## config.mk

```make
export PLATFORM = sky130hd
export DESIGN_NAME = exu_issue_ctrl
export DESIGN_NICKNAME = d
export VERILOG_FILES = /design/src/rtl/exu_iss_pkg.sv /design/src/rtl/exu_scoreboard.sv /design/src/rtl/exu_issue_ctrl.sv
export SDC_FILE = /design/constraint.sdc
export NUM_CORES = 1
export LEC_CHECK = 0
export CAP_MARGIN = 30
export CORE_UTILIZATION = 54
export DETAILED_ROUTE_END_ITERATION = 12
export PLACE_DENSITY = 0.82
export REMOVE_ABC_BUFFERS = 1
export SYNTH_ARGS = -nofsm -noshare
export SYNTH_HDL_FRONTEND = slang
export SYNTH_SLANG_ARGS = --single-unit
```

## constraint.sdc

```tcl
create_clock -name clk -period 3.6 [get_ports clk]
set_clock_uncertainty 0.2 [all_clocks]
set_input_delay 0.36 -clock clk [delete_from_list [all_inputs] [get_ports clk]]
set_output_delay 0.36 -clock clk [all_outputs]
set_load 0.03 [all_outputs]
```

## src/rtl/exu_iss_pkg.sv

```systemverilog
// Shared types and default sizing for the execution-unit issue controller.
package exu_iss_pkg;

  localparam int unsigned CHN_NUM_DEF = 5;
  localparam int unsigned MAX_OUT_DEF = 2;
  localparam int unsigned GPR_NUM_DEF = 32;

  typedef enum logic [1:0] {
    StRun   = 2'd0,
    StDrain = 2'd1,
    StDone  = 2'd2
  } iss_state_e;

endpackage

```

## src/rtl/exu_scoreboard.sv

```systemverilog
// GPR pending-write scoreboard: one set port, one clear port per channel, three lookups.
module exu_scoreboard
  import exu_iss_pkg::*;
#(
  parameter int unsigned GPR_NUM  = GPR_NUM_DEF,
  parameter int unsigned CHN_NUM  = CHN_NUM_DEF,
  localparam int unsigned GPR_W   = $clog2(GPR_NUM)
) (
  input  logic                     clk_i,
  input  logic                     rst_ni,
  input  logic                     set_vld_i,
  input  logic [GPR_W-1:0]         set_idx_i,
  input  logic [CHN_NUM-1:0]       clr_vld_i,
  input  logic [CHN_NUM*GPR_W-1:0] clr_idx_i,
  input  logic [GPR_W-1:0]         rs1_idx_i,
  input  logic [GPR_W-1:0]         rs2_idx_i,
  input  logic [GPR_W-1:0]         rd_idx_i,
  output logic                     rs1_pend_o,
  output logic                     rs2_pend_o,
  output logic                     rd_pend_o
);

  logic [GPR_NUM-1:0] pend_q, pend_d;

  // Clears first so a same-cycle set to the same register wins; r0 is never pending.
  always_comb begin
    pend_d = pend_q;
    for (int unsigned c = 0; c < CHN_NUM; c++) begin
      if (clr_vld_i[c]) begin
        pend_d[clr_idx_i[c*GPR_W +: GPR_W]] = 1'b0;
      end
    end
    if (set_vld_i) begin
      pend_d[set_idx_i] = 1'b1;
    end
    pend_d[0] = 1'b0;
  end

  always_ff @(posedge clk_i) begin
    if (!rst_ni) begin
      pend_q <= '0;
    end else begin
      pend_q <= pend_d;
    end
  end

  assign rs1_pend_o = pend_q[rs1_idx_i];
  assign rs2_pend_o = pend_q[rs2_idx_i];
  assign rd_pend_o  = pend_q[rd_idx_i];

endmodule

```

## src/rtl/exu_issue_ctrl.sv

```systemverilog
// Issue controller: hazard check against the GPR scoreboard, per-channel credit limit, drain FSM.
module exu_issue_ctrl
  import exu_iss_pkg::*;
#(
  parameter int unsigned CHN_NUM = CHN_NUM_DEF,
  parameter int unsigned MAX_OUT = MAX_OUT_DEF,
  parameter int unsigned GPR_NUM = GPR_NUM_DEF,
  localparam int unsigned GPR_W  = $clog2(GPR_NUM),
  localparam int unsigned CHN_W  = (CHN_NUM > 1) ? $clog2(CHN_NUM) : 1
) (
  input  logic                     clk,
  input  logic                     rst_n,
  input  logic                     req_vld,
  output logic                     req_rdy,
  input  logic [CHN_W-1:0]         req_chn,
  input  logic [GPR_W-1:0]         req_rs1,
  input  logic [GPR_W-1:0]         req_rs2,
  input  logic                     req_rs1_use,
  input  logic                     req_rs2_use,
  input  logic [GPR_W-1:0]         req_rd,
  input  logic                     req_rd_wr,
  input  logic                     fl_vld,
  output logic [CHN_NUM-1:0]       iss_vld,
  input  logic [CHN_NUM-1:0]       iss_rdy,
  input  logic [CHN_NUM-1:0]       cmp_vld,
  input  logic [CHN_NUM*GPR_W-1:0] cmp_rd,
  input  logic                     drain_req,
  output logic                     drain_done,
  output logic                     err,
  output logic [31:0]              stall_cnt
);

  localparam int unsigned CNT_W = $clog2(MAX_OUT + 1);
  localparam logic [CNT_W-1:0] CntMax = CNT_W'(MAX_OUT);

  iss_state_e         state_q, state_d;
  logic [CNT_W-1:0]   cnt_q [CHN_NUM];
  logic [CNT_W-1:0]   cnt_d [CHN_NUM];
  logic               err_q, err_d;
  logic [31:0]        stall_q, stall_d;

  logic               chn_ok;
  logic [CHN_W-1:0]   chn_idx;
  logic               rs1_pend, rs2_pend, rd_pend;
  logic               hazard, can_iss, issue, all_idle;
  logic [CHN_NUM-1:0] inc_vec;

  exu_scoreboard #(
    .GPR_NUM(GPR_NUM),
    .CHN_NUM(CHN_NUM)
  ) u_scoreboard (
    .clk_i     (clk),
    .rst_ni    (rst_n),
    .set_vld_i (issue & req_rd_wr),
    .set_idx_i (req_rd),
    .clr_vld_i (cmp_vld),
    .clr_idx_i (cmp_rd),
    .rs1_idx_i (req_rs1),
    .rs2_idx_i (req_rs2),
    .rd_idx_i  (req_rd),
    .rs1_pend_o(rs1_pend),
    .rs2_pend_o(rs2_pend),
    .rd_pend_o (rd_pend)
  );

  // Out-of-range channels are steered to 0 for indexing; chn_ok masks the result.
  assign chn_ok  = 32'(req_chn) < CHN_NUM;
  assign chn_idx = chn_ok ? req_chn : '0;
  assign hazard  = (req_rs1_use & rs1_pend) | (req_rs2_use & rs2_pend) | (req_rd_wr & rd_pend);
  assign can_iss = rst_n & req_vld & ~fl_vld & ~hazard & chn_ok &
                   (cnt_q[chn_idx] < CntMax) & (state_q == StRun);

  always_comb begin
    for (int unsigned i = 0; i < CHN_NUM; i++) begin
      iss_vld[i] = can_iss & (chn_idx == CHN_W'(i));
    end
  end

  assign inc_vec = iss_vld & iss_rdy;
  assign issue   = |inc_vec;
  // Flushed and bad-channel requests are consumed without issuing.
  assign req_rdy = fl_vld | (req_vld & ~chn_ok) | issue;

  always_comb begin
    err_d    = err_q | (req_vld & ~chn_ok);
    stall_d  = stall_q;
    all_idle = 1'b1;
    for (int unsigned i = 0; i < CHN_NUM; i++) begin
      cnt_d[i] = cnt_q[i];
      all_idle = all_idle & (cnt_q[i] == '0);
      if (cmp_vld[i] && (cnt_q[i] == '0)) begin
        err_d = 1'b1;
      end
      if (inc_vec[i] && !cmp_vld[i]) begin
        cnt_d[i] = cnt_q[i] + 1'b1;
      end else if (!inc_vec[i] && cmp_vld[i] && (cnt_q[i] != '0)) begin
        cnt_d[i] = cnt_q[i] - 1'b1;
      end
    end
    if (req_vld && !fl_vld && hazard && (stall_q != 32'hFFFF_FFFF)) begin
      stall_d = stall_q + 32'd1;
    end

    state_d = state_q;
    unique case (state_q)
      StRun:   if (drain_req) state_d = StDrain;
      StDrain: if (all_idle) state_d = StDone;
      StDone:  state_d = StRun;
      default: state_d = StRun;
    endcase
  end

  always_ff @(posedge clk) begin
    if (!rst_n) begin
      state_q <= StRun;
      err_q   <= 1'b0;
      stall_q <= '0;
      for (int unsigned i = 0; i < CHN_NUM; i++) begin
        cnt_q[i] <= '0;
      end
    end else begin
      state_q <= state_d;
      err_q   <= err_d;
      stall_q <= stall_d;
      cnt_q   <= cnt_d;
    end
  end

  assign drain_done = (state_q == StDone);
  assign err        = err_q;
  assign stall_cnt  = stall_q;

endmodule

```

== After elaboration in Yosys (flattened, before gate mapping) ==
Cells that the tools add are included.
Storage, ports and cells
  register bits: 77
  bits of input ports: 61
  output and inout bits: 40
Operators by class
  add/subtract/negate cells: 11
  order comparisons: 17
  equality and inequality tests: 9
  mux-type cells: 46
  bitwise logic cells: 41
  reductions and logical operators: 59
Operator list (count)
  32-bit 2-to-1 mux: 6
  32-bit bitwise AND: 5
  32-bit inverter: 5
  5-bit by 6-bit less-than comparator with 1-bit output, second input constant: 8
  32-bit by 1-bit adder with 32-bit output, second input constant: 1
  32-bit != test, second input constant: 1
  32-bit OR: 1
  1-bit demux with 5-bit select: 6
  5-bit by 1-bit greater-or-equal comparator with 1-bit output, second input constant: 6
  1-bit logical AND: 29
  2-bit 2-to-1 mux: 14
  1-bit bitwise AND: 20
  2-bit nonzero test: 10
  1-bit binary-select mux with 5-bit select: 3
  1-bit 2-to-1 mux: 14
  2-bit zero test: 6
  1-bit zero test: 11
  2-bit by 1-bit adder with 2-bit output, second input constant: 5
  2-bit by 1-bit subtractor with 2-bit output, second input constant: 5
  2-bit binary-select mux with 3-bit select: 1
  3-bit by 2-bit == test with 1-bit output, second input constant: 2
  5-bit bitwise AND: 1
  1-bit OR: 5
  5-bit OR reduction: 1
  other kinds (14): 17

== Longest topological paths before layout ==
Gate-level depths: netlist of run 1.
  depth in word-level cells: 17
  gate-level depth with buffers: 11

== By module ==
Synthesis of run 1 repeated with hierarchy kept, for this count alone.
Second synthesis, totals
  cell total of the unflattened synthesis: 715
  area total of the unflattened synthesis: 5820.6 sq um
By module, submodules not included
  exu_scoreboard: instances 1, cells each 421, area an instance 3251.9 sq um, sequential area each 620.6 sq um
  exu_issue_ctrl: instances 1, cells each 294, area an instance 2568.7 sq um, sequential area each 900.9 sq um

== Worst setup path before layout of run 1 ==
Ideal clock, no wire load.
  path type: input-to-output
  from: input req_rs2[1]
  to: output iss_vld[1]
  data arrival time: 3.031 ns
  setup slack: 0.009 ns
  cell stages on the path: 8
  path buffers: 2
  cells stage by stage: buf_4 -> mux4_2 -> mux2i_1 -> a311o_1 -> o21ai_0 -> nor3_1 -> buf_2 -> nor4bb_1
On the way
  cells in the longest elaborated chain, start to end: 11
Ends and longest elaborated chain
  from (decl): RTL line exu_issue_ctrl.sv:17  | input logic [GPR_W-1:0] req_rs2,
  1-bit binary-select mux with 5-bit select: RTL line exu_scoreboard.sv:48  | assign rs2_pend_o = pend_q[rs2_idx_i];
  1-bit 2-to-1 mux (not written as such): RTL line exu_scoreboard.sv:48
  1-bit bitwise AND: RTL line exu_issue_ctrl.sv:69  | assign hazard = (req_rs1_use & rs1_pend) | (req_rs2_use & rs2_pend) | (req_rd_wr & rd_pend);
  1-bit OR (2 in series): RTL line exu_issue_ctrl.sv:69
  1-bit inverter: RTL line exu_issue_ctrl.sv:70  | assign can_iss = rst_n & req_vld & ~fl_vld & ~hazard & chn_ok &
  1-bit bitwise AND (3 in series): RTL line exu_issue_ctrl.sv:70
  1-bit bitwise AND: RTL line exu_issue_ctrl.sv:71  | (cnt_q[chn_idx] < CntMax) & (state_q == StRun);
  1-bit bitwise AND: RTL line exu_issue_ctrl.sv:75  | iss_vld[i] = can_iss & (chn_idx == CHN_W'(i));
  to (decl): RTL line exu_issue_ctrl.sv:23  | output logic [CHN_NUM-1:0] iss_vld,
No other way between the ends. The select of a mux whose other input is x is not followed.

== Worst setup path in the final report of run 1 ==
  from: input req_rs1[0]
  to: output iss_vld[2]
On the way
  cells in the longest elaborated chain, start to end: 11
Ends and longest elaborated chain
  from (decl): RTL line exu_issue_ctrl.sv:16  | input logic [GPR_W-1:0] req_rs1,
  1-bit binary-select mux with 5-bit select: RTL line exu_scoreboard.sv:47  | assign rs1_pend_o = pend_q[rs1_idx_i];
  1-bit 2-to-1 mux (not written as such): RTL line exu_scoreboard.sv:47
  1-bit bitwise AND: RTL line exu_issue_ctrl.sv:69
  1-bit OR (2 in series): RTL line exu_issue_ctrl.sv:69
  1-bit inverter: RTL line exu_issue_ctrl.sv:70
  1-bit bitwise AND (3 in series): RTL line exu_issue_ctrl.sv:70
  1-bit bitwise AND: RTL line exu_issue_ctrl.sv:71
  1-bit bitwise AND: RTL line exu_issue_ctrl.sv:75
No other way between the ends. The select of a mux whose other input is x is not followed.

==> summary.md, run 1 <==
| Metric | Value |
|---|---|
| Run status | finished clean |
| Worst slack on hold paths | 0.2677 ns |
| Final net count | 843 |
| Fin. Hold Viols | 0 |
| Crit path required time | 3.04 ns |
| Dpl hpwl | 16,040 µm |
| Worst-case vdd ir drop | 0.3270 mV |
| Synthesized cell area | 0.005654 mm² |
| Vias per Instance | 7.295 |
| Cell area after layout | 0.007086 mm² |
| Clock tree from TritonCTS | built |
| Setup crit start | req_rs1[0] |
| Final worst path period share | 0.9576 |
| Synthesis-to-finish area growth | 25.32% |
| Number of distinct standard cells referenced by the synthesized netlist | 66 |
| Yosys Warn Count | 0 |
| Count of endpoints failing setup in the final report | 0 |
| Post-layout minimum cycle time | 3.447 ns |
| Clock root buffer | sky130_fd_sc_hd__clkbuf_8 |
| Adder-cell share of the synthesized area | 0.002213 |
| Leakage power summed over all cells | 2.284 nW |
| Combinational share of power | 0.194 |
| Power spent charging and discharging nets | 0.5415 mW |
| Vias | 6,697 |
| Post-route worst setup slack | 0.1525 ns |
| Worst slew margin | 0.5341 |
| Number of rows created at floorplan | 36 |
| WL/cell | 23.43 µm |
| Effective utilization at floorplan | 0.5680 |
| Cell-internal power | 1.325 mW |
| M1 WL | 8473 µm |
| Layout cells sized above 1 | 0.1197 |
| Worst Tran Pin Value | 0.6974 ns |
| # DRC | 0 |
| Antenna diode instance count | 0 |
| Initial antenna violation count | 0 |
| Port Buf Inserts | 100 |
| Number of global-route vias before repair | 6,147 |
| Highest signal layer in the routed design | met4 |
| Total CTS buffers | 9 |
| Commonest cells after routing, fill and taps aside | 90 x sky130_fd_sc_hd__clkdlybuf4s50_1, 76 x sky130_fd_sc_hd__dfxtp_1, 51 x sky130_fd_sc_hd__o21ai_0, 44 x sky130_fd_sc_hd__nand2_1, 36 x sky130_fd_sc_hd__a21oi_1 |
| Number of setup buffers added after CTS | 0 |
| Mux cell area share after synthesis | 0.1051 |
| R2R Path End | stall_cnt[11] |
| Number of I/O pins | 101 |
| Worst setup EP type | primary output |
| Total routed wirelength | 21,510 µm |
| Total negative slack | 0 ns |
| First-pass GRT wire length | 33,540 µm |
| EDFF count, synth | 0 |
| Post-synthesis xor/xnor area fraction | 0.01084 |
| Max Cap Violations | 0 |
| Final weighted congestion in routability-driven placement | 1.082 |
| Placement-stage worst setup slack | -0.009864 ns |
| Met2 wirelength from detailed routing | 9114 µm |
| Fmax | 0.2901 GHz |
| Relative contribution of sequential cells to total power | 0.454 |
| Clock Tree Buf Depth | 2 |
| RSZ-0062 raised after global routing | no |
| Number of instances in the synthesized netlist | 679 |
| Reg2reg start | u_scoreboard.pend_q[29] |
| Detail Route Antenna Nets | 0 |
| Class of the worst hold path | flop to flop |
| Final Max Tran Viols | 0 |
| Relative contribution of the clock network to total power | 0.353 |
| Total Die Area | 0.01088 mm² |
| Placed cell areas | 0.006867 mm² |
| Largest net degree at the start of global routing | 51 |
| Startpoint types | input port |
| Met3 WL post-DR | 3047 µm |
| #FFs+latches synth | 76 |
| Worst Reg2Reg Path Length in Cells | 8 |
| Insertion delay of the later-clocked pin in the worst-skew pair | 0.37 ns |
| H-Tree Level Count | 3 |
| Switch share | 0.2900 |
| Fraction of synthesis flops using an asynchronous set or reset pin | 0 |
| Largest fanout of any net on the critical path | 5 |
| Total of fill cells in the finished design | 778 |
| Synthesized-area fraction occupied by and/or/nand/nor cells | 0.3021 |
| Detailed-routing iteration count for the pre-antenna-repair pass | 6 |
| Avg Inst Size Synth | 8.327 µm² |
| Sum of overflow across all layers after global routing | 0 |
| Main combinational cell family by area after synthesis | simple AND/OR/NAND/NOR gates |
| Power Total | 1.867 mW |
| Count of routing violations after the opening detailed-route iteration | 646 |
| Endpoint arrival time on the critical path | 2.89 ns |
| Top_reg_cell synth | sky130_fd_sc_hd__dfxtp_1 |
| Core footprint | 0.009955 mm² |
| Clock net sink count | 76 |
| Worst-path clk slew | 0.07 ns |
| P per Cell Area | 263.5 mW/mm² |
| Overall Global Routing Usage | 0.3941 |
| Die height | 104.3 µm |
| Flop2flop setup slack | 0.68 ns |
| Start-to-end type of the worst setup path | input port to primary output |
| Die boundary width | 104.3 µm |
| Post-synthesis compound-gate area fraction | 0.2715 |
| Most frequent standard cell in the layout excluding fill and tap cells | sky130_fd_sc_hd__clkdlybuf4s50_1 |
| Capture point of the worst path | iss_vld[2] |
| Part of the Yosys area used for sequential elements | 0.2691 |
-- synthesized netlist by cell type, drive strengths merged, types with 5 or more instances --
master / count / area, µm²
mux2i: 20 / 200.2
buf: 18 / 108.9
inv: 12 / 45.04
or3: 26 / 162.7
or2: 5 / 31.28
nand4: 6 / 50.04
a21oi: 36 / 180.2
nand2: 44 / 165.2
nor2: 35 / 147.6
nor3b: 11 / 82.58
and3: 16 / 100.1
and4: 6 / 52.55
nand3b: 21 / 157.7
a221oi: 35 / 319.1
or4: 13 / 97.59
o2111ai: 31 / 271.5
nand2b: 7 / 43.79
o22ai: 32 / 200.2
mux4: 16 / 360.4
nor4: 15 / 112.6
or3b: 10 / 87.59
dfxtp: 76 / 1521
nand3: 28 / 140.1
o21ai: 54 / 270.3
o31ai: 10 / 80.07
nor3: 19 / 95.09
nor2b: 7 / 43.79
clkbuf: 18 / 67.56
-- critical path, stage by stage --
cell and delay (ns):
sky130_fd_sc_hd__clkdlybuf4s50_1 0.59, sky130_fd_sc_hd__mux4_2 0.53, sky130_fd_sc_hd__mux2i_1 0.18, sky130_fd_sc_hd__nand3_1 0.10
sky130_fd_sc_hd__and4_1 0.26, sky130_fd_sc_hd__nor3_2 0.23, sky130_fd_sc_hd__buf_4 0.17, sky130_fd_sc_hd__buf_4 0.13
sky130_fd_sc_hd__nand2_1 0.05, sky130_fd_sc_hd__nor2_1 0.11, sky130_fd_sc_hd__buf_4 0.17
-- sequential cells by signal, indices dropped and copies added (netlist names) --
signal and cells:
stall_cnt 32, u_scoreboard.pend_q 31, cnt_q 10, state_q 2, err 1
-- routing by layer --
| metal | vias up | GRT usage |
|---|---|---|
| met1 | 3143 | 0.5055 |
| met2 | 479 | 0.5833 |
| met3 | 112 | 0.1610 |
| met5 | - | 0 |
| met4 | 0 | 0.1592 |
| li1 | 2963 | - |
-- through the flow --
step           utilization  cells
6_report            0.7118    918
5_1_grt             0.7118    918
4_1_cts             0.7095    918
3_5_place_dp        0.6898    903
3_3_place_gp        0.6898    903
2_1_floorplan            -    643
-- layout make-up --
class	count	area, µm²	area share
clock buffer	11	141.4	0.01995
tap	133	166.4	0.02349
inverter	12	45.04	0.006357
sequential	76	1521	0.2147
multi-input combinational	555	3938	0.5557
clock inverter	4	50.05	0.007063
timing repair buffer	127	1224	0.1727
-- what timing repair did --
item / in CTS / in global routing
gates resized for setup: 1 / 7
hold buffers: 0 / 0
setup endpoints to repair: 1 / 2
cloned: 0 / 0
pin swaps: 0 / 2
-- cell families (layout without fill, tap and decap cells) --
group / count (synthesis) / count (layout)
buffers and inverters: 48 / 154
AOI/OAI and AO/OA: 224 / 224
muxes: 39 / 39
adders and majority gates: 1 / 1
and+or+nand+nor: 284 / 284
xor gates and xnor gates: 7 / 7
DFF: 76 / 76
-- worst min-delay path by stage --
stage	start	endpoint	slack (ns)	cells after the start
floorplan	state_q[1]	state_q[0]	0.22	1
global placement	state_q[1]	state_q[0]	0.24	1
detailed placement	state_q[1]	state_q[0]	0.26	1
CTS	state_q[1]	state_q[0]	0.27	1
global route	state_q[1]	state_q[0]	0.31	1
finish	state_q[1]	state_q[0]	0.27	1
-- power groups by stage --
stage	registers, mW	logic [mW]	clock network (mW)
2_1_floorplan	0.868	0.141	0
3_3_place_gp	0.866	0.342	0
3_5_place_dp	0.866	0.346	0
4_1_cts	0.847	0.348	0.663
5_1_grt	0.847	0.379	0.701
6_report	0.847	0.362	0.659
No activity file was read; power rests on OpenSTA's default activity.
==> inputs of run 2 (changes only) <==
--- a/config.mk
+++ b/config.mk
@@ -10,6 +10,7 @@
 export DETAILED_ROUTE_END_ITERATION = 12
 export PLACE_DENSITY = 0.82
 export REMOVE_ABC_BUFFERS = 1
+export SETUP_SLACK_MARGIN = 0.2
 export SYNTH_ARGS = -nofsm -noshare
 export SYNTH_HDL_FRONTEND = slang
 export SYNTH_SLANG_ARGS = --single-unit
==> run 2 against run 1 <==
Final cell count increased by 0.87%. Fmax grew 4.1%. Sequential cell count is the same. Via count increased by 0.15%. Hold slack improved by 0.019 ns. Non-clock buffer count grew 8. Cell area up 1.2%. Largest power group unchanged.
==> summary.md, run 2 (synthesis gave the netlist of run 1 again) <==
| Metric | Value |
|---|---|
| Fmax | 0.3018 GHz |
| CP max stage cell | sky130_fd_sc_hd__or4b_4 |
| Die height | 104.3 µm |
| Port Buf Inserts | 100 |
| CTS hold repair buffers | 0 |
| Clock net sink count | 76 |
| Crit path buffers/inverters | 3 |
| Vias per Instance | 7.243 |
| Worst slew margin | 0.5458 |
| Largest net degree at the start of global routing | 51 |
| Worst Tran Pin Value | 0.6799 ns |
| Class of the worst hold path | flop to flop |
| Effective utilization at floorplan | 0.5680 |
| P per Cell Area | 261.9 mW/mm² |
| Layout cells sized above 1 | 0.1324 |
| Most frequent standard cell in the layout excluding fill and tap cells | sky130_fd_sc_hd__clkdlybuf4s50_1 |
| # DRC | 0 |
| Total CTS buffers | 9 |
| Clock root buffer | sky130_fd_sc_hd__clkbuf_8 |
| Post-layout minimum cycle time | 3.313 ns |
| Die boundary width | 104.3 µm |
| Total Die Area | 0.01088 mm² |
| Placed cells | 903 |
| Core footprint | 0.009955 mm² |
| Start-to-end type of the worst setup path | flop to primary output |
| Count of endpoints failing setup in the final report | 0 |
| RSZ-0062 raised after global routing | no |
| Worst-path cell chain | mux4_2 -> o22ai_1 -> or4b_4 -> o21ai_2 -> nor3_2 -> buf_4 -> buf_4 -> and3_1 -> buf_4 |
| Initial antenna violation count | 0 |
| WL/cell | 23.34 µm |
| Fin. Hold Viols | 0 |
| Number of non-filler instances in the completed layout | 926 |
| Vias | 6,707 |
| Number of I/O pins | 101 |
| Total routed wirelength | 21,620 µm |
| Cell area after layout | 0.007171 mm² |
| Overall Global Routing Usage | 0.3947 |
| Total negative slack | 0 ns |
| Dpl hpwl | 16,040 µm |
| Final net count | 851 |
| Leakage power summed over all cells | 2.339 nW |
| Largest fanout of any net on the critical path | 5 |
| First-pass GRT wire length | 33,620 µm |
| Detail Route Antenna Nets | 0 |
| Sum of overflow across all layers after global routing | 0 |
| Power Total | 1.878 mW |
| Final Max Tran Viols | 0 |
| Detailed-routing iteration count for the pre-antenna-repair pass | 6 |
| Crit path required time | 3.04 ns |
| Total of fill cells in the finished design | 770 |
| Placement-stage worst setup slack | -0.009864 ns |
| Insertion delay of the later-clocked pin in the worst-skew pair | 0.38 ns |
| Top cell by count, worst path | sky130_fd_sc_hd__buf_4 |
| Placed cell areas | 0.006867 mm² |
| Clock Tree Buf Depth | 2 |
| Post-route worst setup slack | 0.2870 ns |
| Worst slack on hold paths | 0.2864 ns |
| Synthesis-to-finish area growth | 26.82% |
| Clock tree from TritonCTS | built |
| Commonest cells after routing, fill and taps aside | 85 x sky130_fd_sc_hd__clkdlybuf4s50_1, 76 x sky130_fd_sc_hd__dfxtp_1, 50 x sky130_fd_sc_hd__o21ai_0, 44 x sky130_fd_sc_hd__nand2_1, 38 x sky130_fd_sc_hd__buf_4 |
| Final worst path period share | 0.9203 |
| End-of-flow core utilization | 0.7203 |
| Max Cap Violations | 0 |
| Dominant delay contributor by cell family on the critical path | simple AND/OR/NAND/NOR gates |
| Final weighted congestion in routability-driven placement | 1.082 |
| Antenna diode instance count | 0 |
| Endpoint arrival time on the critical path | 2.75 ns |
| Largest stage delay on the critical path | 0.56 ns |
| Number of rows created at floorplan | 36 |
| Startpoint types | flop |
| Run status | finished clean |
| Worst-path clk slew | 0.08 ns |
| Count of routing violations after the opening detailed-route iteration | 649 |
| H-Tree Level Count | 3 |
| Worst setup EP type | primary output |
| Number of flip-flops in the largest register | 32 |
| Worst-case vdd ir drop | 0.3324 mV |
| Number of global-route vias before repair | 6,220 |
==> run 2: cell count changes in the layout (fill, tap and decap cells not counted) <==
cell                              previous run  this run
sky130_fd_sc_hd__buf_4                      31        38
sky130_fd_sc_hd__clkdlybuf4s50_1            90        85
sky130_fd_sc_hd__dlygate4sd2_1               0         4
sky130_fd_sc_hd__and4_1                      6         5
sky130_fd_sc_hd__and4_2                      0         1
sky130_fd_sc_hd__clkbuf_16                   0         1
sky130_fd_sc_hd__clkdlybuf4s15_1             0         1
sky130_fd_sc_hd__nor3_1                     18        17
sky130_fd_sc_hd__nor3_2                      1         2
sky130_fd_sc_hd__o21ai_0                    51        50
sky130_fd_sc_hd__o21ai_2                     0         1
sky130_fd_sc_hd__or3b_2                      8         7
sky130_fd_sc_hd__or3b_4                      0         1
==> run 2: final timing paths <==
path	depth (start not counted)	slack [ns]	start	endpoint
min reg2reg	1	0.29	state_q[1]	state_q[0]
max reg2reg	14	0.33	u_scoreboard.pend_q[28]	u_scoreboard.pend_q[5]
min	1	0.29	state_q[1]	state_q[0]
max	9	0.29	u_scoreboard.pend_q[28]	iss_vld[3]
==> run 2: where the power goes <==
group | switching [mW] | total (mW) | internal, mW | leakage [nW]
Sequential | 0.00366 | 0.847 | 0.843 | 0.613
Combinational | 0.216 | 0.367 | 0.151 | 1.64
Clock | 0.330 | 0.664 | 0.334 | 0.0914
==> run 2: routing by layer <==
layer	vias to the layer above	share of wire	GRT usage
met5	-	0	0
met4	0	0.038	0.1673
met3	108	0.15	0.1541
met2	542	0.42	0.5828
met1	3084	0.39	0.5090
li1	2973	-	-
==> run 2: area by class of cell <==
class	instances	area, µm²	share of cell area
sequential	76	1521	0.2122
tap	133	166.4	0.02321
timing repair buffer	135	1296	0.1808
multi-input combinational	555	3950	0.5509
inverter	12	45.04	0.006282
clock buffer	11	141.4	0.01972
clock inverter	4	50.05	0.006980
==> run 2: what timing repair did <==
item,4_1_cts,5_1_grt
pin swaps,3,4
buffers inserted,5,2
endpoints found under the setup margin,6,24
gates cloned,0,1
gates resized for setup,9,10
==> inputs of run 3 (changes only) <==
--- a/config.mk
+++ b/config.mk
@@ -6,6 +6,7 @@
 export NUM_CORES = 1
 export LEC_CHECK = 0
 export CAP_MARGIN = 30
+export CORE_MARGIN = 3
 export CORE_UTILIZATION = 54
 export DETAILED_ROUTE_END_ITERATION = 12
 export PLACE_DENSITY = 0.82
==> run 3 against run 2 <==
Hold slack lost 0.017 ns. Non-clock buffer count shrank 11. Sequential share of layout area grew 0.23 points. Worst setup slack lost 0.042 ns. Critical path type is now input port to primary output. Critical endpoint is now iss_vld[1]. Highest routed layer unchanged.
==> summary.md, run 3 (synthesis gave the netlist of run 1 again) <==
| Metric | Value |
|---|---|
| Leakage power summed over all cells | 2.265 nW |
| Total of fill cells in the finished design | 795 |
| Startpoint types | input port |
| Detail Route Antenna Nets | 0 |
| Core footprint | 0.009955 mm² |
| Number of non-filler instances in the completed layout | 916 |
| Crit path required time | 3.04 ns |
| Most frequent standard cell in the layout excluding fill and tap cells | sky130_fd_sc_hd__clkdlybuf4s50_1 |
| Cell area after layout | 0.007093 mm² |
| Number of I/O pins | 101 |
| Initial antenna violation count | 0 |
| Final net count | 840 |
| End-of-flow core utilization | 0.7125 |
| Count of routing violations after the opening detailed-route iteration | 623 |
| Total routed wirelength | 21,560 µm |
| Max Cap Violations | 0 |
| Clock net sink count | 76 |
| Layout cells sized above 1 | 0.1226 |
| # DRC | 0 |
| Worst slew margin | 0.5607 |
| Class of the worst hold path | flop to flop |
| H-Tree Level Count | 3 |
| Number of flip-flops in the largest register | 32 |
| Total Die Area | 0.01173 mm² |
| Count of endpoints failing setup in the final report | 0 |
| Die height | 108.3 µm |
| Clock root buffer | sky130_fd_sc_hd__clkbuf_8 |
| Total negative slack | 0 ns |
| Start-to-end type of the worst setup path | input port to primary output |
| Fin. Hold Viols | 0 |
| Relative contribution of the clock network to total power | 0.361 |
| Placed cell areas | 0.006822 mm² |
| Clock Tree Buf Depth | 2 |
| Final worst path period share | 0.9319 |
| Largest fanout of any net on the critical path | 9 |
| Antenna diode instance count | 0 |
| Dpl hpwl | 16,110 µm |
| Number of global-route vias before repair | 6,222 |
| Run status | finished clean |
| Final weighted congestion in routability-driven placement | 1.051 |
| Endpoint arrival time on the critical path | 2.79 ns |
| Vias | 6,633 |
| Total CTS buffers | 9 |
| Combinational share of power | 0.191 |
| Sum of overflow across all layers after global routing | 0 |
| Die boundary width | 108.3 µm |
| Placed cells | 897 |
| Vias per Instance | 7.241 |
| Effective utilization at floorplan | 0.5680 |
| Synthesis-to-finish area growth | 25.45% |
| P per Cell Area | 266.7 mW/mm² |
| Worst-path clk slew | 0.09 ns |
| Insertion delay of the later-clocked pin in the worst-skew pair | 0.36 ns |
| First-pass GRT wire length | 33,280 µm |
| Final Max Tran Viols | 0 |
| Cell-internal power | 1.333 mW |
| Commonest cells after routing, fill and taps aside | 89 x sky130_fd_sc_hd__clkdlybuf4s50_1, 76 x sky130_fd_sc_hd__dfxtp_1, 50 x sky130_fd_sc_hd__o21ai_0, 44 x sky130_fd_sc_hd__nand2_1, 36 x sky130_fd_sc_hd__a21oi_1 |
| Largest net degree at the start of global routing | 59 |
| Post-layout minimum cycle time | 3.355 ns |
| Fmax | 0.2981 GHz |
| Port Buf Inserts | 100 |
| Worst Tran Pin Value | 0.6575 ns |
| Detailed-routing iteration count for the pre-antenna-repair pass | 7 |
| Worst slack on hold paths | 0.2695 ns |
| Clock tree from TritonCTS | built |
| Power spent charging and discharging nets | 0.5586 mW |
| Relative contribution of sequential cells to total power | 0.448 |
| Worst setup EP type | primary output |
| Overall Global Routing Usage | 0.3656 |
| Switch share | 0.2952 |
| WL/cell | 23.54 µm |
| Number of rows created at floorplan | 36 |
| RSZ-0062 raised after global routing | yes |
| Worst-case vdd ir drop | 0.2181 mV |
[run 3: cell types whose count changed in the layout (fill, tap and decap cells not counted), sizes merged]
cell	previous run	this run
dlymetal6s2s	4	1
clkinvlp	2	1
clkdlybuf4s50	85	89
inv	12	13
clkbuf	12	11
buf	40	30
clkdlybuf4s15	1	0
clkinv	1	2
[run 3: metrics by stage]
stage          total power, mW  setup WS [ns]
2_1_floorplan            1.009        -0.3984
3_3_place_gp             1.203        0.04337
3_5_place_dp             1.210       -0.03034
4_1_cts                  1.875         0.2089
5_1_grt                  1.942         0.1600
6_report                 1.892         0.2453
[run 3: path summary, 6_finish.rpt]
check                           slack [ns]                    start  cells after the start                     end
worst max-delay path                  0.25               req_rs2[1]                     10              iss_vld[1]
worst min-delay path                  0.27               state_q[1]                      1              state_q[0]
worst max register to register        0.65  u_scoreboard.pend_q[27]                      8  u_scoreboard.pend_q[5]
worst min register to register        0.27               state_q[1]                      1              state_q[0]
[run 3: what timing repair did]
| item | in CTS | in global routing |
|---|---|---|
| pin swaps | 2 | 2 |
| endpoints found under the setup margin | 6 | 6 |
| endpoints found under the hold margin | 0 | 0 |
| hold buffers | 0 | 0 |
| setup buffers | 2 | 1 |
| gates resized for setup | 14 | 4 |
[run 3: area by class of cell]
type	count	area [µm²]	share of cell area
Clock buffer	11	141.4	0.01993
Clock inverter	5	60.06	0.008467
Inverter	12	45.04	0.006350
Multi-Input combinational cell	555	3970	0.5597
Sequential cell	76	1521	0.2145
Tap cell	133	166.4	0.02346
Timing Repair Buffer	124	1189	0.1676
[run 3: layer usage]
layer / global-route usage / up-vias / part of all wire
li1: - / 2962 / -
met5: 0 / - / 0
met2: 0.5639 / 483 / 0.45
met3: 0.07522 / 71 / 0.13
met1: 0.4970 / 3117 / 0.39
met4: 0.1569 / 0 / 0.032
[run 3: critical path, stage by stage]
cell                              delay [ns]
sky130_fd_sc_hd__clkdlybuf4s50_1        0.46
sky130_fd_sc_hd__buf_4                  0.18
sky130_fd_sc_hd__mux4_2                 0.51
sky130_fd_sc_hd__nor4_1                 0.20
sky130_fd_sc_hd__a311o_1                0.27
sky130_fd_sc_hd__o21ai_2                0.11
sky130_fd_sc_hd__nor3_4                 0.14
sky130_fd_sc_hd__buf_4                  0.17
sky130_fd_sc_hd__nor4bb_4               0.19
sky130_fd_sc_hd__buf_4                  0.20
[run 3: power by group through the flow]
| stage | logic, mW | registers (mW) | clock network [mW] |
|---|---|---|---|
| 3_3_place_gp | 0.337 | 0.866 | 0 |
| 5_1_grt | 0.381 | 0.847 | 0.714 |
| 2_1_floorplan | 0.141 | 0.868 | 0 |
| 3_5_place_dp | 0.343 | 0.866 | 0 |
| 6_report | 0.362 | 0.847 | 0.683 |
| 4_1_cts | 0.347 | 0.847 | 0.682 |
